<file path="config.mk">
export PLATFORM = sky130hd
export DESIGN_NAME = cp0_unit
export DESIGN_NICKNAME = d
export VERILOG_FILES = /design/src/rtl/cp0_unit_pkg.sv /design/src/rtl/cp0_unit.sv
export SDC_FILE = /design/constraint.sdc
export NUM_CORES = 1
export LEC_CHECK = 0
export CORE_ASPECT_RATIO = 1.25
export CORE_MARGIN = 3
export CORE_UTILIZATION = 35
export DETAILED_ROUTE_END_ITERATION = 8
export GPL_TIMING_DRIVEN = 1
export HOLD_SLACK_MARGIN = 0.15
export MAX_ROUTING_LAYER = met4
export PLACE_DENSITY = 0.73
export SLEW_MARGIN = 20
export SYNTH_ARGS = -nofsm -noshare
export SYNTH_HDL_FRONTEND = slang
export SYNTH_SLANG_ARGS = --single-unit
</file>
<file path="constraint.sdc">
create_clock -name clk -period 2.2 [get_ports clk]
set_input_delay 0.44 -clock clk [delete_from_list [all_inputs] [get_ports clk]]
set_output_delay 0.44 -clock clk [all_outputs]
set_load 0.01 [all_outputs]
</file>
<file path="src/rtl/cp0_unit_pkg.sv">
// Shared CP0 constants: register numbers, field positions, exception codes,
// and the handler entry address.
package cp0_unit_pkg;

  localparam int unsigned XLEN      = 32;
  localparam int unsigned REG_AW    = 5;
  localparam int unsigned HWINT_W   = 6;
  localparam int unsigned EXCCODE_W = 5;

  // CP0 register numbers
  localparam logic [REG_AW-1:0] CP0_SR    = 5'd12;
  localparam logic [REG_AW-1:0] CP0_CAUSE = 5'd13;
  localparam logic [REG_AW-1:0] CP0_EPC   = 5'd14;
  localparam logic [REG_AW-1:0] CP0_PRID  = 5'd15;

  // SR / Cause field positions
  localparam int unsigned SR_IE_BIT     = 0;
  localparam int unsigned SR_EXL_BIT    = 1;
  localparam int unsigned SR_IM_LSB     = 10;
  localparam int unsigned CAUSE_EXC_LSB = 2;
  localparam int unsigned CAUSE_IP_LSB  = 10;
  localparam int unsigned CAUSE_BD_BIT  = 31;

  // Exception codes
  localparam logic [EXCCODE_W-1:0] EXC_INT  = 5'd0;
  localparam logic [EXCCODE_W-1:0] EXC_ADEL = 5'd4;
  localparam logic [EXCCODE_W-1:0] EXC_ADES = 5'd5;
  localparam logic [EXCCODE_W-1:0] EXC_RI   = 5'd10;
  localparam logic [EXCCODE_W-1:0] EXC_OV   = 5'd12;

  localparam logic [XLEN-1:0] EXC_ENTRY_ADDR = 32'h0000_4180;
  localparam logic [XLEN-1:0] PRID_VALUE     = 32'h2022_1217;

endpackage

</file>
<file path="src/rtl/cp0_unit.sv">
// Coprocessor 0: SR/Cause/EPC/PRId, interrupt/exception request, mfc0/mtc0/eret.
// Ports:
//   clk, reset (async active-low)
//   valid_M, PC_M, isBD_M, isExc_M, excCode_M : M-stage instruction info
//   HWInt                                     : external interrupt lines
//   rd_addr / rd_data                         : mfc0 read (combinational)
//   wr_en, wr_addr, wr_data                   : mtc0 write
//   eret_M                                    : eret in M
//   Req                                       : flush + redirect this cycle (combinational)
//   handler_pc                                : exception entry address
//   EPC_out                                   : eret return address
module cp0_unit
  import cp0_unit_pkg::*;
#(
  parameter logic [31:0] PRID      = PRID_VALUE,
  parameter logic [31:0] EXC_ENTRY = EXC_ENTRY_ADDR
) (
  input  logic        clk,
  input  logic        reset,
  input  logic        valid_M,
  input  logic [31:0] PC_M,
  input  logic        isBD_M,
  input  logic        isExc_M,
  input  logic [4:0]  excCode_M,
  input  logic [5:0]  HWInt,
  input  logic [4:0]  rd_addr,
  input  logic [4:0]  wr_addr,
  input  logic        wr_en,
  input  logic [31:0] wr_data,
  input  logic        eret_M,
  output logic [31:0] rd_data,
  output logic        Req,
  output logic [31:0] handler_pc,
  output logic [31:0] EPC_out
);

  logic [HWINT_W-1:0]   sr_im_q,     sr_im_d;
  logic                 sr_exl_q,    sr_exl_d;
  logic                 sr_ie_q,     sr_ie_d;
  logic                 cause_bd_q,  cause_bd_d;
  logic [HWINT_W-1:0]   cause_ip_q,  cause_ip_d;
  logic [EXCCODE_W-1:0] cause_exc_q, cause_exc_d;
  logic [XLEN-1:0]      epc_q,       epc_d;

  logic int_req;
  logic exc_req;
  logic [XLEN-1:0] sr_val;
  logic [XLEN-1:0] cause_val;

  // Request: interrupt wins over exception; reset drops any pending request
  always_comb begin
    int_req = (|(HWInt & sr_im_q)) & sr_ie_q & ~sr_exl_q & valid_M;
    exc_req = isExc_M & ~sr_exl_q & valid_M;
    Req     = (int_req | exc_req) & reset;
  end

  // Next state: Req > eret > mtc0; Cause.IP samples HWInt every edge
  always_comb begin
    sr_im_d     = sr_im_q;
    sr_exl_d    = sr_exl_q;
    sr_ie_d     = sr_ie_q;
    cause_bd_d  = cause_bd_q;
    cause_ip_d  = HWInt;
    cause_exc_d = cause_exc_q;
    epc_d       = epc_q;
    if (Req) begin
      sr_exl_d    = 1'b1;
      cause_exc_d = int_req ? EXC_INT : excCode_M;
      cause_bd_d  = isBD_M;
      epc_d       = isBD_M ? (PC_M - 32'd4) : PC_M;
    end else if (eret_M) begin
      sr_exl_d = 1'b0;
    end else if (wr_en) begin
      if (wr_addr == CP0_SR) begin
        sr_im_d  = wr_data[SR_IM_LSB +: HWINT_W];
        sr_exl_d = wr_data[SR_EXL_BIT];
        sr_ie_d  = wr_data[SR_IE_BIT];
      end else if (wr_addr == CP0_EPC) begin
        epc_d = wr_data;
      end
    end
  end

  // State registers
  always_ff @(posedge clk or negedge reset) begin
    if (!reset) begin
      sr_im_q     <= '0;
      sr_exl_q    <= 1'b0;
      sr_ie_q     <= 1'b0;
      cause_bd_q  <= 1'b0;
      cause_ip_q  <= '0;
      cause_exc_q <= '0;
      epc_q       <= '0;
    end else begin
      sr_im_q     <= sr_im_d;
      sr_exl_q    <= sr_exl_d;
      sr_ie_q     <= sr_ie_d;
      cause_bd_q  <= cause_bd_d;
      cause_ip_q  <= cause_ip_d;
      cause_exc_q <= cause_exc_d;
      epc_q       <= epc_d;
    end
  end

  // Read mux (no forwarding of in-flight mtc0 data)
  always_comb begin
    sr_val    = {16'b0, sr_im_q, 8'b0, sr_exl_q, sr_ie_q};
    cause_val = {cause_bd_q, 15'b0, cause_ip_q, 3'b0, cause_exc_q, 2'b0};
    case (rd_addr)
      CP0_SR:    rd_data = sr_val;
      CP0_CAUSE: rd_data = cause_val;
      CP0_EPC:   rd_data = epc_q;
      CP0_PRID:  rd_data = PRID;
      default:   rd_data = '0;
    endcase
  end

  // EPC_out forwards an mtc0 EPC so a back-to-back eret sees the new value
  always_comb begin
    EPC_out    = (wr_en && (wr_addr == CP0_EPC)) ? wr_data : epc_q;
    handler_pc = EXC_ENTRY;
  end

endmodule

</file>
==> run metrics, run 1 <==
CTS tree built; Switching Share 0.3081; Switch Pwr 1.030 mW; Max clock buf depth 2; Seq/Total Area, Yosys 0.3365; DR pass1 iterations 4; drt via density slightly below 5; number of global-route vias before repair 3744; Sequential Power Share 0.388; status finished, violations left; TritonCTS Buffers 5; clk_lat worst skew 300 ps; Slew @ Worst Pin 663.7 ps; fin. max-slew vios 0; CTS clk-pin slew, worst paths ~70 ps; post-DR wirelength/cell approximately 17 um; Die Ht 123.5 um; reg2reg path depth 6; Worst slew margin 0.5576; Sinks on Clock Net 52; Row Count 42; Crit-path slowest cell and4bb_2; min Tclk post-route 2235 ps; Final nets 712; pin count of the biggest net entering global routing 53; FF-to-FF Start sr_im_q[1]; die width ~100 um; Critical Path AT ~1800 ps; number of synthesized flops with an enable pin 0; number of H-tree levels 2; worst setup path class input port to output port; Area Overhead vs Synth 62.34%; clk_skew 5.669 ps; cell area after synthesis ~3900 um2; Initial Utilization 0.3625; Leak 2.918 nW; final core utilization 0.5886; syn avg cell area 9.621 um2; hold path endpoint cause_ip_q[5]; setup slack after layout -34.97 ps; slowest stage delay, CP 330 ps; Cell Pwr Density 532.3 nW/um2; Routed WL 12.80 mm; maximum operating frequency 0.4474 GHz; Critical R2R Capture sr_im_q[3]; share of cells above drive strength 1 0.3048; CP required 1760 ps; gr usage total 0.2073; Final Setup Violations 19; Synth Warn # 0; final count of hold timing violations 0; Worst Setup SP wr_addr[0]; Async SR Flop Fraction 1.000; peak supply drop 0.2975 mV; area leader, netlist dfrtp_1; Setup crit start kind input port; M2 GR Usage 0.3744; Gate power share 0.376; GP Congestion 0.8314; met3 GRT Util 0.04289; DIE AREA 12360 um2; Final Cycle Share 1.016; worst-path cell chain buf_6 -> and4bb_2 -> nand3_4 -> buf_6 -> buf_4 -> buf_12 -> mux2_2 -> buf_6; top_reg_cell synth dfrtp_1; Iter 0 DRT Violations 107; most area-consuming cells after synthesis dfrtp_1, mux2i_1, mux2_2; WHS Path Cells 1; Port Buffers 156; internal power around 2.3 mW; GR peak layer met2; residual DRC count 0; commonest cells in the netlist mux2i_1, dfrtp_1, nor2_1, buf_4, mux2_2; Worst Hold Class input port to register; CTS root buf clkbuf_16; Tot Pwr 3.342 mW; Max Cap Violations 0; post-synth top area share 0.3365; clock share of power 0.236; Worst Hold Launch HWInt[5]; failing checks negative setup slack; gr ovfl total 0; Core Area 10670 um2; Vias 3731; antenna violations before repair 0; CP Capture Type output port; Reg2Reg Setup Slack 260 ps; RSZ-0062 raised after global routing true; Cell variety after synth 45; Post-DP HPWL 9.383 mm; most frequent cell after synthesis mux2i_1; first-pass GRT wire length 19.32 mm; ant diodes 0; met1 Use GR 0.2374; Mapped Cells between 400 and 500; Final ANT Viol Nets 0; CP most frequent cell buf_6; register bit total from synthesis 52; CP max FO 13; Ports 189
==> cell usage in the layout, fill, tap and decap left out, types with 4 or more instances in the layout <==
cell type / n
buf_4: 58
a22oi_1: 4
clkdlybuf4s50_1: 74
o21ai_0: 9
mux2_1: 7
clkbuf_2: 11
dlymetal6s2s_1: 5
buf_12: 9
clkbuf_16: 5
dfrtp_1: 52
nor2_1: 38
nor3_1: 13
and2_1: 13
buf_6: 38
mux2_4: 9
dlygate4sd2_1: 27
conb_1: 32
mux2i_1: 58
nand2_1: 16
a21oi_1: 18
nor4_1: 6
xnor2_1: 24
or3_1: 5
a22o_1: 5
mux2_2: 23
buf_2: 10
==> critical path: cells and delay by family <==
| family | cells | cell delay (ps) |
|---|---|---|
| simple gates | 2 | 450 |
| buf+inv | 5 | 620 |
| mux | 1 | 290 |
==> how the worst max path moves through the flow <==
stage                  endpoint  slack [ps]  cells after the start
floorplan           rd_data[18]         120                      5
finish              EPC_out[14]         -30                      8
CTS                 EPC_out[22]        -150                      9
global route        EPC_out[14]         -80                      8
detailed placement  EPC_out[24]        -550                      6
global placement    EPC_out[22]        -510                      6
==> cells by family (layout without fill, tap and decap cells) <==
logic type | Yosys count | in the layout | share of synthesized area
buffers and inverters | 57 | 245 | 0.08864
multiplexers | 97 | 97 | 0.2637
XOR/XNOR | 27 | 27 | 0.06115
AO/OA/AOI/OAI | 44 | 44 | 0.06956
adder cells (fa/ha/maj) | 1 | 1 | 0.003235
AND/OR/NAND/NOR | 122 | 122 | 0.1754
flip-flops | 52 | 52 | 0.3365
other | 2 | 32 | 0.001942
==> power groups by stage <==
stage	logic, mW	registers [mW]	clock network [mW]
6_report	1.26	1.30	0.787
5_1_grt	1.37	1.32	0.851
4_1_cts	1.18	1.29	0.807
3_5_place_dp	1.22	1.30	0
3_3_place_gp	1.19	1.30	0
2_1_floorplan	0.607	1.24	0
==> stage by stage <==
step / instances / setup TNS [ps] / hold WS (ps) / area (um2) / setup slack (ps)
finish: 752 / -445.2 / 299.5 / 6279 / -34.97
global route: 752 / -1206 / 310.3 / 6279 / -75.08
CTS: 749 / -372.1 / 382.2 / 6236 / -150.7
detailed placement: 723 / -37070 / 488.1 / 5887 / -550.3
global placement: 723 / -34470 / 482.3 / 5887 / -510.2
floorplan: 432 / 0 / 144.4 / 3980 / 116.5
==> layout make-up <==
type,instances,area [um2]
fillers,946,4389
repair buffers,233,2200
clock buffers,6,128.9
multi-input cells,323,2452
clock inverters,2,16.27
well taps,132,165.2
inverters,4,15.01
flip-flops and latches,52,1301
==> routing by layer <==
layer  wire length [um]  up-vias
met5                  0        -
met4                178        0
met3                914       15
met2               6838      151
met1               4870     1780
li1                   -     1785
==> timing repair <==
action	in CTS	in global routing
setup buffers	14	7
pin swaps	4	6
hold buffers	0	0
gates cloned	4	0
setup endpoints to repair	72	32
resized for setup	234	44
==> flip-flops by register name (all words and copies together) (netlist names) <==
signal       cells
cause_exc_q      5
epc_q           32
sr_im_q          6
sr_exl_q         1
cause_ip_q       6
cause_bd_q       1
sr_ie_q          1
Power figures use the tool's default switching activity.
==> inputs of run 2 (changes only) <==
--- a/config.mk
+++ b/config.mk
@@ -12,7 +12,7 @@
 export GPL_TIMING_DRIVEN = 1
 export HOLD_SLACK_MARGIN = 0.15
 export MAX_ROUTING_LAYER = met4
-export PLACE_DENSITY = 0.73
+export PLACE_DENSITY = 0.71
 export SLEW_MARGIN = 20
 export SYNTH_ARGS = -nofsm -noshare
 export SYNTH_HDL_FRONTEND = slang
==> constraint.sdc (replaced) <==
create_clock -name clk -period 2.8 [get_ports clk]
set_input_delay 0.56 -clock clk [delete_from_list [all_inputs] [get_ports clk]]
set_output_delay 0.56 -clock clk [all_outputs]
set_load 0.01 [all_outputs]
==> run 2 against run 1 <==
  * Cell area down 6.9%
  * Die area unchanged
  * Sequential power fell by 22%
  * Power down 25%
  * The run now ends clean
  * Critical endpoint is now EPC_out[23]
  * Final cell count decreased by 6.0%
  * Critical path depth decreased by 2
  * Critical path type unchanged
  * Global-route usage decreased by 1.3 points
==> run metrics, run 2 (same netlist as run 1, synthesis figures left out) <==
status complete, no violations; CTS root buf clkbuf_16; Sequential Power Share 0.403; final count of hold timing violations 0; Initial Utilization 0.3625; antenna violations before repair 0; Slew @ Worst Pin 656.6 ps; Core Area about 11000 um2; commonest non-fill, non-tap cell in the layout clkdlybuf4s50_1; Switch Pwr 775.1 uW; CP Capture Type output port; slowest stage delay, CP 450 ps; clk_lat worst skew 290 ps; CP max FO 10; cell area after layout 5847 um2; Cell Pwr Density 428.8 nW/um2; max FFs per register 32; number of global-route vias before repair 3683; Worst slew margin 0.5623; die width 100.0 um; Routed WL approximately 12 mm; fin. max-slew vios 0; DP Worst Slack -244.1 ps; Critical Path AT 2200 ps; worst-path cell chain clkdlybuf4s50_1 -> and4bb_2 -> nand3_4 -> buf_16 -> mux2_2 -> dlygate4sd2_1; CTS clk-pin slew, worst paths 70 ps; Fillers 967; peak supply drop 0.2493 mV; gr usage total 0.1940; Vias 3469; Port Buffers approximately 160; gr ovfl total 0; Sequential Area 1301 um2; Sinks on Clock Net 52; setup slack after layout 37.13 ps; residual DRC count 0; CP required about 2200 ps; Post-CTS Hold Buffers 0; clock share of power 0.252; Max Cap Violations 0; Worst Hold Class input port to asynchronous set/reset pin; GP Congestion about 0.84; dpl cell area about 5600 um2; Die Ht 123.5 um; Final Cycle Share 0.9867; DR pass1 iterations 4; internal power 1.732 mW; DIE AREA about 12000 um2; share of cells above drive strength 1 0.1617; Ports 189; Max clock buf depth 2; post-DR wirelength/cell ~17 um; Final Setup Violations 0; ant diodes 0; maximum operating frequency 0.3619 GHz; Area Overhead vs Synth 51.18%; min Tclk post-route 2763 ps; most frequent cells in the layout clkdlybuf4s50_1, mux2i_1, dfrtp_1; TritonCTS Buffers 5; Iter 0 DRT Violations 90; Row Count 42; clk_skew 5.545 ps; Leak 2.616 nW; pin count of the biggest net entering global routing 54; final core utilization 0.5481; worst setup path class input port to output port; Switching Share 0.3091; Top reg by flops epc_q; Gate power share 0.345; CTS tree built; Post-DP HPWL about 9.1 mm; first-pass GRT wire length between 15 and 20 mm; RSZ-0062 raised after global routing false; Crit-path slowest cell clkdlybuf4s50_1; Final ANT Viol Nets 0; Final nets between 600 and 700; number of H-tree levels 2; largest registers epc_q: 32 flops, cause_ip_q: 6 flops, sr_im_q: 6 flops; Setup crit start kind input port; area of the multi-input gates 2387 um2; drt via density 4.907
[run 2: metrics by stage]
step / power [mW] / setup TNS (ps) / cells / hold slack (ps)
CTS: 2.510 / 0 / 705 / 496.8
global placement: 1.929 / -7857 / 690 / 486.1
finish: 2.507 / 0 / 707 / 462.4
global route: 2.665 / 0 / 707 / 528.5
detailed placement: 1.948 / -8570 / 690 / 486.5
floorplan: 1.455 / 0 / 432 / 264.4
[run 2: power by group through the flow]
stage	Sequential, mW	Clock [mW]	Combinational (mW)
3_5_place_dp	1.02	0	0.927
3_3_place_gp	1.02	0	0.907
6_report	1.01	0.632	0.864
5_1_grt	1.03	0.678	0.954
4_1_cts	1.01	0.648	0.851
2_1_floorplan	0.978	0	0.477
[run 2: path summary, 6_finish.rpt]
path                           startpoint              to  slack, ps  depth (start not counted)
max                            wr_addr[4]     EPC_out[23]         40                          6
min reg2reg                cause_exc_q[2]  cause_exc_q[2]        500                          1
min                                 reset   cause_ip_q[5]        460                          2
max in group asynchronous           reset        epc_q[1]       1900                          2
min in group clk           cause_exc_q[2]  cause_exc_q[2]        500                          1
max reg2reg                    sr_im_q[1]      sr_im_q[1]        750                          6
[run 2: layer usage]
layer,up-vias,GRT usage,routed length [um]
met5,-,-,0
met4,0,0.04802,158
met3,12,0.03273,701
met2,123,0.3493,6056
met1,1629,0.2245,4870
li1,1705,-,-
[run 2: what timing repair did]
action,in CTS,in global routing
gates cloned,2,0
endpoints found under the setup margin,62,39
gates resized for setup,75,35
buffers inserted,5,2
endpoints found under the hold margin,0,0
[run 2: area by class of cell]
type,instances,share of cell area
Multi-Input combinational cell,323,0.4083
Sequential cell,52,0.2226
Tap cell,132,0.02825
Inverter,4,0.002568
Clock inverter,3,0.004708
Timing Repair Buffer,188,0.3122
Clock buffer,5,0.02140
[run 2: critical path: cells and delay by family]
family,cells,cell delay [ps]
buf+inv,3,890
simple gates,2,420
mux,1,320
==> inputs of run 3 (changes only) <==
--- a/config.mk
+++ b/config.mk
@@ -9,10 +9,12 @@
 export CORE_MARGIN = 3
 export CORE_UTILIZATION = 35
 export DETAILED_ROUTE_END_ITERATION = 8
+export DONT_BUFFER_PORTS = 1
 export GPL_TIMING_DRIVEN = 1
 export HOLD_SLACK_MARGIN = 0.15
 export MAX_ROUTING_LAYER = met4
-export PLACE_DENSITY = 0.71
+export REMOVE_ABC_BUFFERS = 1
+export SETUP_SLACK_MARGIN = 0.05
 export SLEW_MARGIN = 20
 export SYNTH_ARGS = -nofsm -noshare
 export SYNTH_HDL_FRONTEND = slang
==> run 3 against run 2 <==
  * Fmax up 27%
  * Count of clock-buffer cells in the layout unchanged
  * Cell area down 29%
  * Setup slack better by 580 ps
  * Final cell count down 25%
  * Global-route usage down 2.3 points
  * Via count down 18%
  * Critical path type unchanged
==> run metrics, run 3 (same netlist as run 1, synthesis figures left out) <==
Max clock buf depth 2; gr usage total 0.1707; peak supply drop 0.2136 mV; postcts setup bufs 0; pin count of the biggest net entering global routing 53; final count of hold timing violations 0; Max Cap Violations 0; residual DRC count 0; GR peak layer met2; worst setup path class input port to output port; fin cells 530; drt via density 5.394; max FFs per register 32; clock share of power 0.369; DIE AREA roughly 12000 um2; number of H-tree levels 2; Final ANT Viol Nets 0; Core Area 10670 um2; placed insts 520; ant diodes 0; Final Setup Violations 0; Routed WL 10.44 mm; Critical Path AT 1620 ps; CTS clk-pin slew, worst paths 70 ps; CP required 2240 ps; largest registers epc_q: 32 flops, cause_ip_q: 6 flops, sr_im_q: 6 flops; Port Buffers 0; Switch Pwr 675.7 uW; Die Ht 123.5 um; Initial Utilization 0.3625; most frequent cells in the layout mux2i_1, dfrtp_1, nor2_1; Gate power share 0.213; CP max FO 17; die width 100.0 um; number of global-route vias before repair 2996; Area Overhead vs Synth 7.441%; Setup crit start kind input port; Critical R2R Capture sr_im_q[0]; TritonCTS Buffers 5; Final nets 490; first-pass GRT wire length roughly 16 mm; antenna violations before repair 0; gr ovfl total 0; Worst slew margin 0.5950; Worst Hold Class input port to register; Switching Share 0.2792; GP Congestion ~0.77; commonest non-fill, non-tap cell in the layout mux2i_1; min Tclk post-route 2178 ps; Row Count 42; FF-to-FF Start sr_im_q[0]; Worst Setup SP rd_addr[1]; fin. max-slew vios 0; Iter 0 DRT Violations slightly below 80; CTS root buf clkbuf_16; Post-DP HPWL about 8 mm; post-DR wirelength/cell slightly below 20 um; Vias 2859; maximum operating frequency 0.4591 GHz; Sequential Power Share 0.418; clk_skew 6.820 ps; cell area after layout 4155 um2; internal power 1.744 mW; CTS tree built; met3 GRT Util 0.04289; RSZ-0062 raised after global routing false; dpl cell area around 4000 um2; CP Capture Type output port; Hold Slack roughly 290 ps; Slew @ Worst Pin 607.6 ps; Top reg by flops epc_q; Sinks on Clock Net 52; clk_lat worst skew just under 300 ps; M2 GR Usage 0.2938; Leak 1.709 nW; reg2reg path depth 6; status complete, no violations; Ports 189; Final Cycle Share 0.7779; Reg2Reg Setup Slack 650 ps; Cell Pwr Density roughly 580 nW/um2; DR pass1 iterations 4; met1 Use GR 0.1994; Critical Path Sink rd_data[22]; share of cells above drive strength 1 0.1583
## run 3: cell count changes in the layout (fill, tap and decap cells not counted), moves of 2 or more
cell | previous run | this run
nor2b_1 | 2 | 5
dlymetal6s2s_1 | 4 | 0
bufinv_16 | 0 | 3
buf_4 | 26 | 9
clkdlybuf4s15_1 | 29 | 0
buf_6 | 2 | 0
buf_12 | 3 | 0
buf_2 | 2 | 0
clkdlybuf4s50_1 | 91 | 0
dlygate4sd2_1 | 29 | 0
nor2b_4 | 2 | 0
## run 3: per-stage QoR
stage	power, mW	worst slack, ps	utilization	TNS [ps]
finish	2.420	621.9	0.3895	0
CTS	2.458	630.7	0.3895	0
floorplan	1.416	-927.7	-	-33500
detailed placement	1.527	488.6	0.3658	0
global route	2.557	509.4	0.3895	0
global placement	1.512	503.6	0.3658	0
## run 3: power groups by stage
stage / Clock [mW] / Sequential, mW / Combinational, mW
detailed placement: 0 / 1.02 / 0.502
finish: 0.893 / 1.01 / 0.516
floorplan: 0 / 0.978 / 0.438
CTS: 0.920 / 1.01 / 0.525
global placement: 0 / 1.02 / 0.492
global route: 0.943 / 1.03 / 0.582
## run 3: layer usage
| layer | vias up | wire length [um] |
|---|---|---|
| li1 | 1340 | - |
| met1 | 1374 | 4214 |
| met2 | 132 | 5209 |
| met3 | 13 | 852 |
| met4 | 0 | 164 |
| met5 | - | 0 |
## run 3: layout make-up
cell class / instances / area (um2)
flip-flops and latches: 52 / 1301
clock inverters: 3 / 90.09
clock buffers: 5 / 125.1
fillers: 1063 / 6513
repair buffers: 11 / 105.1
inverters: 4 / 15.01
multi-input cells: 323 / 2354
well taps: 132 / 165.2
## run 3: worst min path at each step
stage | start | end | slack (ps) | cells after the start
after floorplan | reset | cause_bd_q | 260 | 0
after global placement | reset | epc_q[4] | 270 | 0
after detailed placement | reset | epc_q[2] | 270 | 0
after CTS | HWInt[2] | cause_ip_q[2] | 280 | 0
after global routing | HWInt[2] | cause_ip_q[2] | 280 | 0
final | HWInt[2] | cause_ip_q[2] | 290 | 0
## run 3: what timing repair did
action                                 CTS  global route
resized for setup                        0             0
endpoints found under the hold margin   52             0
hold buffers                             2             0
## run 3: critical path: stages
cell and delay (ps):
nor2b_1 350, nor2b_1 210, buf_4 240, and2_1 240
